===== src/rtl/nx_fifo_prefetch_if.sv =====
// rtl/nx_fifo_prefetch_if.sv - write/read/status bundle for the prefetching FIFO
interface nx_fifo_prefetch_if #(
   parameter int WIDTH = 83,
   parameter int CW    = 5
);
   logic             clear;
   logic             wen;
   logic [WIDTH-1:0] wdata;
   logic             full;
   logic             almost_full;
   logic             rd_valid;
   logic             rd_ready;
   logic [WIDTH-1:0] rdata;
   logic             empty;
   logic             almost_empty;
   logic [CW-1:0]    used_slots;
   logic [CW-1:0]    free_slots;
   logic             overflow;
   logic             overflow_sticky;

   modport master (
      output clear, wen, wdata, rd_ready,
      input  full, almost_full, rd_valid, rdata, empty, almost_empty,
             used_slots, free_slots, overflow, overflow_sticky
   );

   modport slave (
      input  clear, wen, wdata, rd_ready,
      output full, almost_full, rd_valid, rdata, empty, almost_empty,
             used_slots, free_slots, overflow, overflow_sticky
   );
endinterface


===== src/rtl/nx_fifo_prefetch.sv =====
// rtl/nx_fifo_prefetch.sv - flop FIFO with registered prefetch read port
module nx_fifo_prefetch #(
   parameter int DEPTH      = 25,
   parameter int WIDTH      = 83,
   parameter int AF_THRESH  = DEPTH - 1,
   parameter int AE_THRESH  = 1,
   parameter bit DATA_RESET = 1'b1,
   parameter int CW         = $clog2(DEPTH + 2)
) (
   input  logic               clk,
   input  logic               rst_n,
   nx_fifo_prefetch_if.slave  bus
);
   localparam int            PW   = (DEPTH > 1) ? $clog2(DEPTH) : 1;
   localparam logic [CW-1:0] CAP  = CW'(DEPTH + 1);
   localparam logic [CW-1:0] AF_C = CW'(AF_THRESH);
   localparam logic [CW-1:0] AE_C = CW'(AE_THRESH);
   localparam logic [PW-1:0] PMAX = PW'(DEPTH - 1);

   logic [WIDTH-1:0] r_mem [DEPTH];
   logic [PW-1:0]    r_rptr;
   logic [PW-1:0]    r_wptr;
   logic [CW-1:0]    r_cnt;
   logic             r_valid;
   logic [WIDTH-1:0] r_rdata;
   logic             r_ovf;
   logic             r_sticky;

   logic [CW-1:0]    w_used;
   logic             w_full;
   logic             w_wr_acc;
   logic             w_drop;
   logic             w_pop;
   logic             w_load;
   logic             w_arr_ne;
   logic             w_head_mv;
   logic             w_bypass;
   logic             w_arr_wr;
   logic [CW-1:0]    w_cnt_nxt;

   function automatic logic [PW-1:0] f_inc(input logic [PW-1:0] p);
      return (p == PMAX) ? '0 : p + PW'(1);
   endfunction

   assign w_used    = r_cnt + {{(CW-1){1'b0}}, r_valid};
   assign w_full    = (w_used == CAP);
   assign w_wr_acc  = bus.wen && !w_full && !bus.clear;
   assign w_drop    = bus.wen &&  w_full && !bus.clear;
   assign w_pop     = r_valid && bus.rd_ready;
   assign w_load    = !r_valid || w_pop;
   assign w_arr_ne  = (r_cnt != '0);
   assign w_head_mv = w_load && w_arr_ne && !bus.clear;
   // Bypass only when nothing older is queued, so ordering is preserved.
   assign w_bypass  = w_load && !w_arr_ne && w_wr_acc;
   assign w_arr_wr  = w_wr_acc && !w_bypass;

   always_comb begin
      w_cnt_nxt = r_cnt;
      if (w_arr_wr && !w_head_mv)
         w_cnt_nxt = r_cnt + CW'(1);
      else if (!w_arr_wr && w_head_mv)
         w_cnt_nxt = r_cnt - CW'(1);
   end

   always_ff @(posedge clk) begin
      if (w_arr_wr)
         r_mem[r_wptr] <= bus.wdata;
   end

   always_ff @(posedge clk) begin
      if (!rst_n) begin
         r_rptr   <= '0;
         r_wptr   <= '0;
         r_cnt    <= '0;
         r_valid  <= 1'b0;
         r_rdata  <= '0;
         r_ovf    <= 1'b0;
         r_sticky <= 1'b0;
      end else if (bus.clear) begin
         r_rptr   <= '0;
         r_wptr   <= '0;
         r_cnt    <= '0;
         r_valid  <= 1'b0;
         r_ovf    <= 1'b0;
         r_sticky <= 1'b0;
         if (DATA_RESET)
            r_rdata <= '0;
      end else begin
         r_ovf <= w_drop;
         if (w_drop)
            r_sticky <= 1'b1;
         if (w_arr_wr)
            r_wptr <= f_inc(r_wptr);
         if (w_head_mv)
            r_rptr <= f_inc(r_rptr);
         r_cnt <= w_cnt_nxt;
         if (w_load)
            r_valid <= w_arr_ne || w_wr_acc;
         if (w_head_mv)
            r_rdata <= r_mem[r_rptr];
         else if (w_bypass)
            r_rdata <= bus.wdata;
         else if (w_pop && DATA_RESET)
            r_rdata <= '0;
      end
   end

   assign bus.full            = w_full;
   assign bus.almost_full     = (w_used >= AF_C);
   assign bus.empty           = (w_used == '0);
   assign bus.almost_empty    = (w_used <= AE_C);
   assign bus.rd_valid        = r_valid;
   assign bus.rdata           = r_rdata;
   assign bus.used_slots      = w_used;
   assign bus.free_slots      = CAP - w_used;
   assign bus.overflow        = r_ovf;
   assign bus.overflow_sticky = r_sticky;
endmodule

===== src/flat_wrapper.sv =====
// flat-port wrapper written by rule: the top's interface ports become plain ports
module nx_fifo_prefetch_flat 
#(
   parameter int DEPTH      = 25,
   parameter int WIDTH      = 83,
   parameter int AF_THRESH  = DEPTH - 1,
   parameter int AE_THRESH  = 1,
   parameter bit DATA_RESET = 1'b1,
   parameter int CW         = $clog2(DEPTH + 2)
)
  (clk, rst_n, bus_clear, bus_wen, bus_wdata, bus_rd_ready, bus_full, bus_almost_full, bus_rd_valid, bus_rdata, bus_empty, bus_almost_empty, bus_used_slots, bus_free_slots, bus_overflow, bus_overflow_sticky);
  nx_fifo_prefetch_if #(.WIDTH(WIDTH), .CW(CW)) bus_i ();
  input  logic clk;
  input  logic rst_n;
  input wire logic [$bits(bus_i.clear)-1:0] bus_clear;
  input wire logic [$bits(bus_i.wen)-1:0] bus_wen;
  input wire logic [$bits(bus_i.wdata)-1:0] bus_wdata;
  input wire logic [$bits(bus_i.rd_ready)-1:0] bus_rd_ready;
  output wire logic [$bits(bus_i.full)-1:0] bus_full;
  output wire logic [$bits(bus_i.almost_full)-1:0] bus_almost_full;
  output wire logic [$bits(bus_i.rd_valid)-1:0] bus_rd_valid;
  output wire logic [$bits(bus_i.rdata)-1:0] bus_rdata;
  output wire logic [$bits(bus_i.empty)-1:0] bus_empty;
  output wire logic [$bits(bus_i.almost_empty)-1:0] bus_almost_empty;
  output wire logic [$bits(bus_i.used_slots)-1:0] bus_used_slots;
  output wire logic [$bits(bus_i.free_slots)-1:0] bus_free_slots;
  output wire logic [$bits(bus_i.overflow)-1:0] bus_overflow;
  output wire logic [$bits(bus_i.overflow_sticky)-1:0] bus_overflow_sticky;
  assign bus_i.clear = bus_clear;
  assign bus_i.wen = bus_wen;
  assign bus_i.wdata = bus_wdata;
  assign bus_i.rd_ready = bus_rd_ready;
  assign bus_full = bus_i.full;
  assign bus_almost_full = bus_i.almost_full;
  assign bus_rd_valid = bus_i.rd_valid;
  assign bus_rdata = bus_i.rdata;
  assign bus_empty = bus_i.empty;
  assign bus_almost_empty = bus_i.almost_empty;
  assign bus_used_slots = bus_i.used_slots;
  assign bus_free_slots = bus_i.free_slots;
  assign bus_overflow = bus_i.overflow;
  assign bus_overflow_sticky = bus_i.overflow_sticky;
  nx_fifo_prefetch #(.DEPTH(DEPTH), .WIDTH(WIDTH), .AF_THRESH(AF_THRESH), .AE_THRESH(AE_THRESH), .DATA_RESET(DATA_RESET), .CW(CW)) u_core (.clk(clk), .rst_n(rst_n), .bus(bus_i));
endmodule

===== config.mk =====
export PLATFORM = sky130hd
export DESIGN_NAME = nx_fifo_prefetch_flat
export DESIGN_NICKNAME = d
export VERILOG_FILES = /design/src/rtl/nx_fifo_prefetch_if.sv /design/src/rtl/nx_fifo_prefetch.sv /design/src/flat_wrapper.sv
export SDC_FILE = /design/constraint.sdc
export NUM_CORES = 2
export LEC_CHECK = 0
export BUFFER_PORTS_ARGS = -buffer_cell sky130_fd_sc_hd__buf_2
export CORE_MARGIN = 4
export CORE_UTILIZATION = 65
export CTS_BUF_LIST = sky130_fd_sc_hd__clkbuf_8
export DETAILED_ROUTE_END_ITERATION = 7
export PLACE_DENSITY = 0.81
export SLEW_MARGIN = 5
export SYNTH_ARGS = -nofsm -noshare
export SYNTH_HDL_FRONTEND = slang
export SYNTH_SLANG_ARGS = --single-unit

===== constraint.sdc =====
create_clock -name clk -period 22.4 [get_ports clk]
set_input_delay 4.48 -clock clk [delete_from_list [all_inputs] [get_ports clk]]
set_output_delay 4.48 -clock clk [all_outputs]
set_load 0.005 [all_outputs]

# After elaboration in Yosys (flattened, before gate mapping)
# Memory sizes are Yosys's and may differ from the RTL's. A register that Yosys moved wholly into a read port is not among the register bits.
# Cells that the tools add are included.
# totals
ff_bits	101
ram_bits	2075
output_inout_bits	100
word_cells	57
n_memories	1
# memory_table
name	depth	word_bits	read_ports	rd_clocked_by_memory_dff	write_ports	line	source
u_core.r_mem	25	83	1	1	1	nx_fifo_prefetch.sv:20	logic [WIDTH-1:0] r_mem [DEPTH];
# classes
add_sub_neg	6
order_cmp	2
eq_ne	3
mux	11
bitwise	1
n_reduce_logical	26
# op_table
operator	count
$mux W83	3
$mux W5	6
$add A5 B1 Y5 const B	3
$eq A5 B5 Y1 const B	3
$logic_and A1 B1 Y1	12
$logic_not A1 Y1	7
$add A5 B1 Y5	1
$ge A5 B5 Y1 const B	1
$le A5 B1 Y1 const B	1
$logic_not A5 Y1	1
$reduce_bool A5 Y1	1
$sub A5 B1 Y5 const B	1
$sub A5 B5 Y5 const A	1
$reduce_bool A3 Y1	1
$logic_or A1 B1 Y1	2
$mux W1	2
$reduce_bool A2 Y1	1
$reduce_or A2 Y1	1
$not A1 Y1	1

# Logic depth before layout (Yosys ltp)
# depth
depth_word	12
ltp_mapped	16

# Worst setup path after synthesis
# OpenSTA, ideal clock, no wires.
# synth_timing
kind	input -> register
start	in bus_rd_ready
end	mem u_core.r_mem[24][0] (enable)
setup_ns	0.626
t_arrival_ns	10.782
required_time_ns	21.774
path_slack_ns	10.991
path_stages	4
path_buffers	0
cell_sequence	nor2b_1 -> or3_2 -> nand4_1 -> nor3_1
# synth_via
elab_chain_len	8
# synth_rtl
item	line	source
start, declared	flat_wrapper.sv:18	input wire logic [$bits(bus_i.rd_ready)-1:0] bus_rd_ready;
$logic_and A1 B1 Y1	nx_fifo_prefetch.sv:49	assign w_pop = r_valid && bus.rd_ready;
$logic_or A1 B1 Y1	nx_fifo_prefetch.sv:50	assign w_load = !r_valid || w_pop;
$logic_and A1 B1 Y1 (2 in series)	nx_fifo_prefetch.sv:54	assign w_bypass = w_load && !w_arr_ne && w_wr_acc;
$logic_not A1 Y1	nx_fifo_prefetch.sv:55	assign w_arr_wr = w_wr_acc && !w_bypass;
$logic_and A1 B1 Y1	nx_fifo_prefetch.sv:55	
$mux W1	nx_fifo_prefetch.sv:66	if (w_arr_wr)
$mux W1 (not written as such)	nx_fifo_prefetch.sv:67	r_mem[r_wptr] <= bus.wdata;
end, declared	nx_fifo_prefetch.sv:20	
# Every way passes these cells.

# Final worst setup path
# layout_timing
start	reg u_core.r_valid (netlist: u_core.bus.rd_valid)
end	out bus_full
# layout_via
elab_chain_len	2
# layout_rtl
item	line	source
start, declared	nx_fifo_prefetch.sv:24	logic r_valid;
start signal, assigned	nx_fifo_prefetch.sv:98	r_valid <= w_arr_ne || w_wr_acc;
$add A5 B1 Y5	nx_fifo_prefetch.sv:45	assign w_used = r_cnt + {{(CW-1){1'b0}}, r_valid};
$eq A5 B5 Y1	nx_fifo_prefetch.sv:46	assign w_full = (w_used == CAP);
end, declared	flat_wrapper.sv:19	output wire logic [$bits(bus_i.full)-1:0] bus_full;
# Every way passes these cells.

==> impl_metrics.prom <==
# TYPE chip_impl_metric gauge
chip_impl_info{name="result_of_the_run",value="finished, final reports clean"} 1
chip_impl_metric{name="number_of_enable_type_register_cells_in_the_synthesized_netlist",unit=""} 2075
chip_impl_metric{name="dieHeight",unit="um"} 369
chip_impl_info{name="worstReg2RegEnd",value="u_core.r_mem[5][68]$_DFFE_PP_"} 1
chip_impl_metric{name="finalNetCount",unit=""} 5130
chip_impl_metric{name="post_cts.repair.setup_buffers",unit=""} 0
chip_impl_metric{name="synth.lib_cells_used.distinct",unit=""} 67
chip_impl_metric{name="cts-htree-levels",unit=""} 5
chip_impl_info{name="start_kind",value="register"} 1
chip_impl_metric{name="global_route_wire_length_before_repair",unit="um"} 310000
chip_impl_metric{name="timing.reg2reg.worst_path_depth",unit=""} 9
chip_impl_metric{name="placeable_core_area",unit="um^2"} 130000
chip_impl_metric{name="worst_slew_pin_slew",unit="ns"} 1.28
chip_impl_metric{name="placed_cells_incl_taps",unit=""} 6425
chip_impl_metric{name="total_leakage_power",unit="nW"} 30.0
chip_impl_metric{name="detailedRoute.firstPassIterationCount",unit=""} 6
chip_impl_metric{name="max_slew_margin_vs_limit",unit=""} 0.148
chip_impl_metric{name="cts_buffers",unit=""} 340
chip_impl_metric{name="finalCoreUtilization",unit=""} 0.725
chip_impl_info{name="yosysTopAreaCell",value="sky130_fd_sc_hd__edfxtp_1"} 1
chip_impl_metric{name="synth_area_per_cell",unit="um^2"} 18.1
chip_impl_info{name="synth.top_cells.by_count",value="sky130_fd_sc_hd__edfxtp_1, sky130_fd_sc_hd__mux2_2, sky130_fd_sc_hd__mux2i_1, sky130_fd_sc_hd__o22ai_1, sky130_fd_sc_hd__nor3_1"} 1
chip_impl_metric{name="vias",unit=""} 47400
chip_impl_metric{name="place_congestion",unit=""} 0.891
chip_impl_metric{name="grt_antenna_before_repair",unit=""} 5
chip_impl_info{name="post_synth_main_area_contributors",value="sky130_fd_sc_hd__edfxtp_1, sky130_fd_sc_hd__mux2_2, sky130_fd_sc_hd__mux4_2"} 1
chip_impl_info{name="worst_hold_startpoint",value="u_core.bus.overflow_sticky$_SDFFE_PP0P_"} 1
chip_impl_metric{name="post_synth_inst_count",unit=""} 4688
chip_impl_metric{name="sw_frac_of_total",unit=""} 0.239
chip_impl_info{name="dominant_combinational_cell_family_by_area_after_synthesis",value="multiplexers"} 1
chip_impl_metric{name="setup-violations-final",unit=""} 0
chip_impl_metric{name="ys.warnings.count",unit=""} 0
chip_impl_info{name="crit-reg2reg-launch",value="u_core.bus.rd_valid$_SDFFE_PP0N_"} 1
chip_impl_metric{name="synth.net_count",unit=""} 4793
chip_impl_metric{name="timing.critical_path.required",unit="ns"} 17.92
chip_impl_metric{name="cts.path.max_buffers",unit=""} 4
chip_impl_metric{name="power.net_switching",unit="mW"} 2.00
chip_impl_metric{name="synth-async-reset-ratio",unit=""} 0
chip_impl_metric{name="routed_wire_length_per_instance",unit="um"} 29.9
chip_impl_metric{name="ant_nets",unit=""} 0
chip_impl_metric{name="drv_cap",unit=""} 0
chip_impl_metric{name="yosysTopAreaCellShare",unit=""} 0.734
chip_impl_metric{name="post_synth_mux_area_share",unit=""} 0.129
chip_impl_metric{name="path_buf_inv",unit=""} 2
chip_impl_metric{name="synth_compound_gate_area_share",unit=""} 0.0562
chip_impl_metric{name="fin_setup_tns",unit="ns"} 0
chip_impl_metric{name="seq_power_share",unit=""} 0.545
chip_impl_info{name="yosys.cell_count.top_type",value="sky130_fd_sc_hd__edfxtp_1"} 1
chip_impl_metric{name="p_int",unit="mW"} 6.35
chip_impl_metric{name="ff_latch_area",unit="um^2"} 64500
chip_impl_info{name="slowest_stage",value="sky130_fd_sc_hd__dfxtp_1"} 1
chip_impl_metric{name="grt_util_all_layers",unit=""} 0.309
chip_impl_metric{name="first_global_vias",unit=""} 47700
chip_impl_info{name="hold_class",value="register to register"} 1
chip_impl_metric{name="postCtsResizedCells",unit=""} 0
chip_impl_metric{name="instances_no_fill",unit=""} 7028
chip_impl_metric{name="finalClockSkew",unit="ns"} 0.0459
chip_impl_metric{name="synth_seq_area_share",unit=""} 0.759
chip_impl_metric{name="cp_max_fo",unit=""} 14
chip_impl_info{name="cts.root.buffer_cell",value="sky130_fd_sc_hd__clkbuf_8"} 1
chip_impl_metric{name="r2r_setup_slack",unit="ns"} 17.14
chip_impl_metric{name="cts_hold_buffers",unit=""} 0
chip_impl_metric{name="std_cell_rows",unit=""} 132
chip_impl_metric{name="hold_viol",unit=""} 0
chip_impl_metric{name="clk_pin_slew",unit="ns"} 0.06
chip_impl_metric{name="insertion_delay",unit="ns"} 1.01
chip_impl_metric{name="final_layout_size_suffix_gt1_frac",unit=""} 0.247
chip_impl_info{name="hold_path_end",value="u_core.bus.overflow_sticky$_SDFFE_PP0P_"} 1
chip_impl_metric{name="final-max-slew-violation-count",unit=""} 0
chip_impl_metric{name="total_area_of_multi_input_combinational_cells",unit="um^2"} 19500
chip_impl_metric{name="place.port_buffers",unit=""} 187
chip_impl_metric{name="io_pins",unit=""} 188
chip_impl_metric{name="period_needed",unit="ns"} 8.18
chip_impl_metric{name="final.period_utilization",unit=""} 0.365
chip_impl_info{name="worstPathCellList",value="ha_1 > ha_1 > a21boi_0 > o221ai_1 > a21o_1 > inv_1 > buf_2"} 1
chip_impl_info{name="path_delay_family",value="compound AO/OA/AOI/OAI gates"} 1
chip_impl_metric{name="detail_placement_hpwl",unit="um"} 115000
chip_impl_info{name="grt_setup_unrepaired",value="no"} 1
chip_impl_metric{name="initial_core_util",unit=""} 0.655
chip_impl_metric{name="fmax",unit="MHz"} 122
chip_impl_metric{name="die_extent_in_x",unit="um"} 369
chip_impl_metric{name="initialDrtViolationCount",unit=""} 6752
chip_impl_metric{name="power.share.combinational",unit=""} 0.092
chip_impl_info{name="cts_tree",value="built"} 1
chip_impl_metric{name="synth-simple-area-share",unit=""} 0.0366
chip_impl_info{name="crit_top_cell",value="sky130_fd_sc_hd__ha_1"} 1
chip_impl_metric{name="timing.hold.worst_path_depth",unit=""} 2
chip_impl_metric{name="maximum_number_of_pins_on_one_net_before_global_route_repair",unit=""} 157
chip_impl_metric{name="post_drt_via_cell_ratio",unit=""} 6.75
chip_impl_metric{name="drcViolationCount",unit=""} 0
chip_impl_metric{name="grt-ovfl-total",unit=""} 0
chip_impl_metric{name="power_dens_cells",unit="nW/um^2"} 88.8
chip_impl_metric{name="totalWireLength",unit="um"} 210000
chip_impl_metric{name="worst_ir_drop_vdd",unit="uV"} 69.3
chip_impl_info{name="setup.worst_path.class",value="register to primary output"} 1
chip_impl_metric{name="syn2layout_area_growth",unit="%"} 10.6
chip_impl_info{name="dominant_register_cell_in_the_synthesized_netlist",value="sky130_fd_sc_hd__edfxtp_1"} 1
chip_impl_metric{name="yosys.area_share.xor_xnor",unit=""} 0.00144
chip_impl_metric{name="synth-seq-cells",unit=""} 2181
chip_impl_metric{name="synthAdderAreaFrac",unit=""} 0.00259
chip_impl_info{name="endpoint_kind",value="primary output"} 1
chip_impl_metric{name="timing.critical_path.slowest_cell_delay",unit="ns"} 0.66
chip_impl_metric{name="fillerInstances",unit=""} 7179
chip_impl_metric{name="die-area",unit="um^2"} 137000
chip_impl_metric{name="clock_power_share",unit=""} 0.363
chip_impl_metric{name="cp.arrival",unit="ns"} 3.70
chip_impl_metric{name="cts_num_sinks",unit=""} 2181
chip_impl_metric{name="synth_area",unit="um^2"} 84900
[power by group through the flow]
stage	registers (mW)	clock network (mW)	logic, mW
global placement	4.63	0	0.728
finish	4.54	3.03	0.766
global route	4.54	3.26	0.812
floorplan	4.62	0	0.487
detailed placement	4.63	0	0.749
CTS	4.54	3.06	0.754
[sequential cells by signal, indices dropped and copies added, names as in the netlist, named ones only]
| signal | cells |
|---|---|
| u_core.r_mem | 2075 |
| u_core.bus.rdata | 83 |
| u_core.r_cnt | 5 |
| u_core.r_rptr | 5 |
| u_core.r_wptr | 5 |
| u_core.bus.overflow | 1 |
| u_core.bus.overflow_sticky | 1 |
| u_core.bus.rd_valid | 1 |
[stage by stage]
step / cell area [um^2] / setup slack [ns] / hold slack [ns] / power, mW
after floorplan: 84900 / 10.99 / 0.460 / 5.10
after global placement: 87800 / 13.77 / 0.447 / 5.35
after detailed placement: 87800 / 13.60 / 0.453 / 5.38
after CTS: 93900 / 14.35 / 0.469 / 8.36
after global routing: 93900 / 14.17 / 0.508 / 8.62
final: 94000 / 14.22 / 0.468 / 8.34
[layer usage]
layer / vias to the layer above / GRT usage / routed length (um)
met5: - / 0 / 8
met4: 2 / 0.129 / 8320
met3: 491 / 0.0762 / 24200
met2: 3207 / 0.481 / 99800
met1: 24000 / 0.425 / 78000
li1: 19700 / - / -
[area by class of cell]
cell class | instances | share of cell area
Antenna cell | 2 | 0.0000533
Inverter | 15 | 0.000653
Clock inverter | 230 | 0.0109
Clock buffer | 371 | 0.0543
Sequential cell | 2181 | 0.686
Multi-Input combinational cell | 2206 | 0.207
Tap cell | 1742 | 0.0232
Timing Repair Buffer | 281 | 0.0176
[worst max-delay path by stage]
| stage | start | cells past startpoint | endpoint | slack (ns) |
|---|---|---|---|---|
| floorplan | bus_rd_ready | 4 | u_core.r_mem[24][0]$_DFFE_PP_ | 10.99 |
| global placement | bus_rd_ready | 8 | u_core.r_mem[5][37]$_DFFE_PP_ | 13.77 |
| detailed placement | bus_rd_ready | 8 | u_core.r_mem[5][37]$_DFFE_PP_ | 13.60 |
| CTS | u_core.bus.rd_valid$_SDFFE_PP0N_ | 7 | bus_full | 14.35 |
| global route | u_core.bus.rd_valid$_SDFFE_PP0N_ | 7 | bus_full | 14.17 |
| finish | u_core.bus.rd_valid$_SDFFE_PP0N_ | 7 | bus_full | 14.22 |
[cell families after synthesis]
| logic type | Yosys count |
|---|---|
| flops | 2181 |
| mux | 865 |
| compound gates | 691 |
| simple gates | 619 |
| buf+inv | 301 |
| fa+ha+maj | 17 |
| xor+xnor | 14 |
[tightest hold or removal path: stages (launching register included)]
cell and delay (ns):
sky130_fd_sc_hd__dfxtp_1 0.32, sky130_fd_sc_hd__a21oi_1 0.04, sky130_fd_sc_hd__nor2_1 0.07
[placed cells by master, fill, tap and decap left out, types with 31 or more instances in the layout]
cell and n:
sky130_fd_sc_hd__mux4_2 145, sky130_fd_sc_hd__o311a_1 48, sky130_fd_sc_hd__dfxtp_1 101, sky130_fd_sc_hd__clkbuf_8 371, sky130_fd_sc_hd__nand2b_1 52, sky130_fd_sc_hd__a21oi_1 94, sky130_fd_sc_hd__a22oi_1 100, sky130_fd_sc_hd__mux2i_1 324
sky130_fd_sc_hd__edfxtp_1 2075, sky130_fd_sc_hd__nand2_1 110, sky130_fd_sc_hd__buf_4 93, sky130_fd_sc_hd__o22ai_1 292, sky130_fd_sc_hd__mux2_2 396, sky130_fd_sc_hd__nor2_1 75, sky130_fd_sc_hd__buf_2 187, sky130_fd_sc_hd__clkinv_2 31
sky130_fd_sc_hd__nor3_1 194, sky130_fd_sc_hd__o31ai_1 51, sky130_fd_sc_hd__clkinv_1 56, sky130_fd_sc_hd__inv_1 146, sky130_fd_sc_hd__and2_1 53
(Power assumes the default switching activity.)
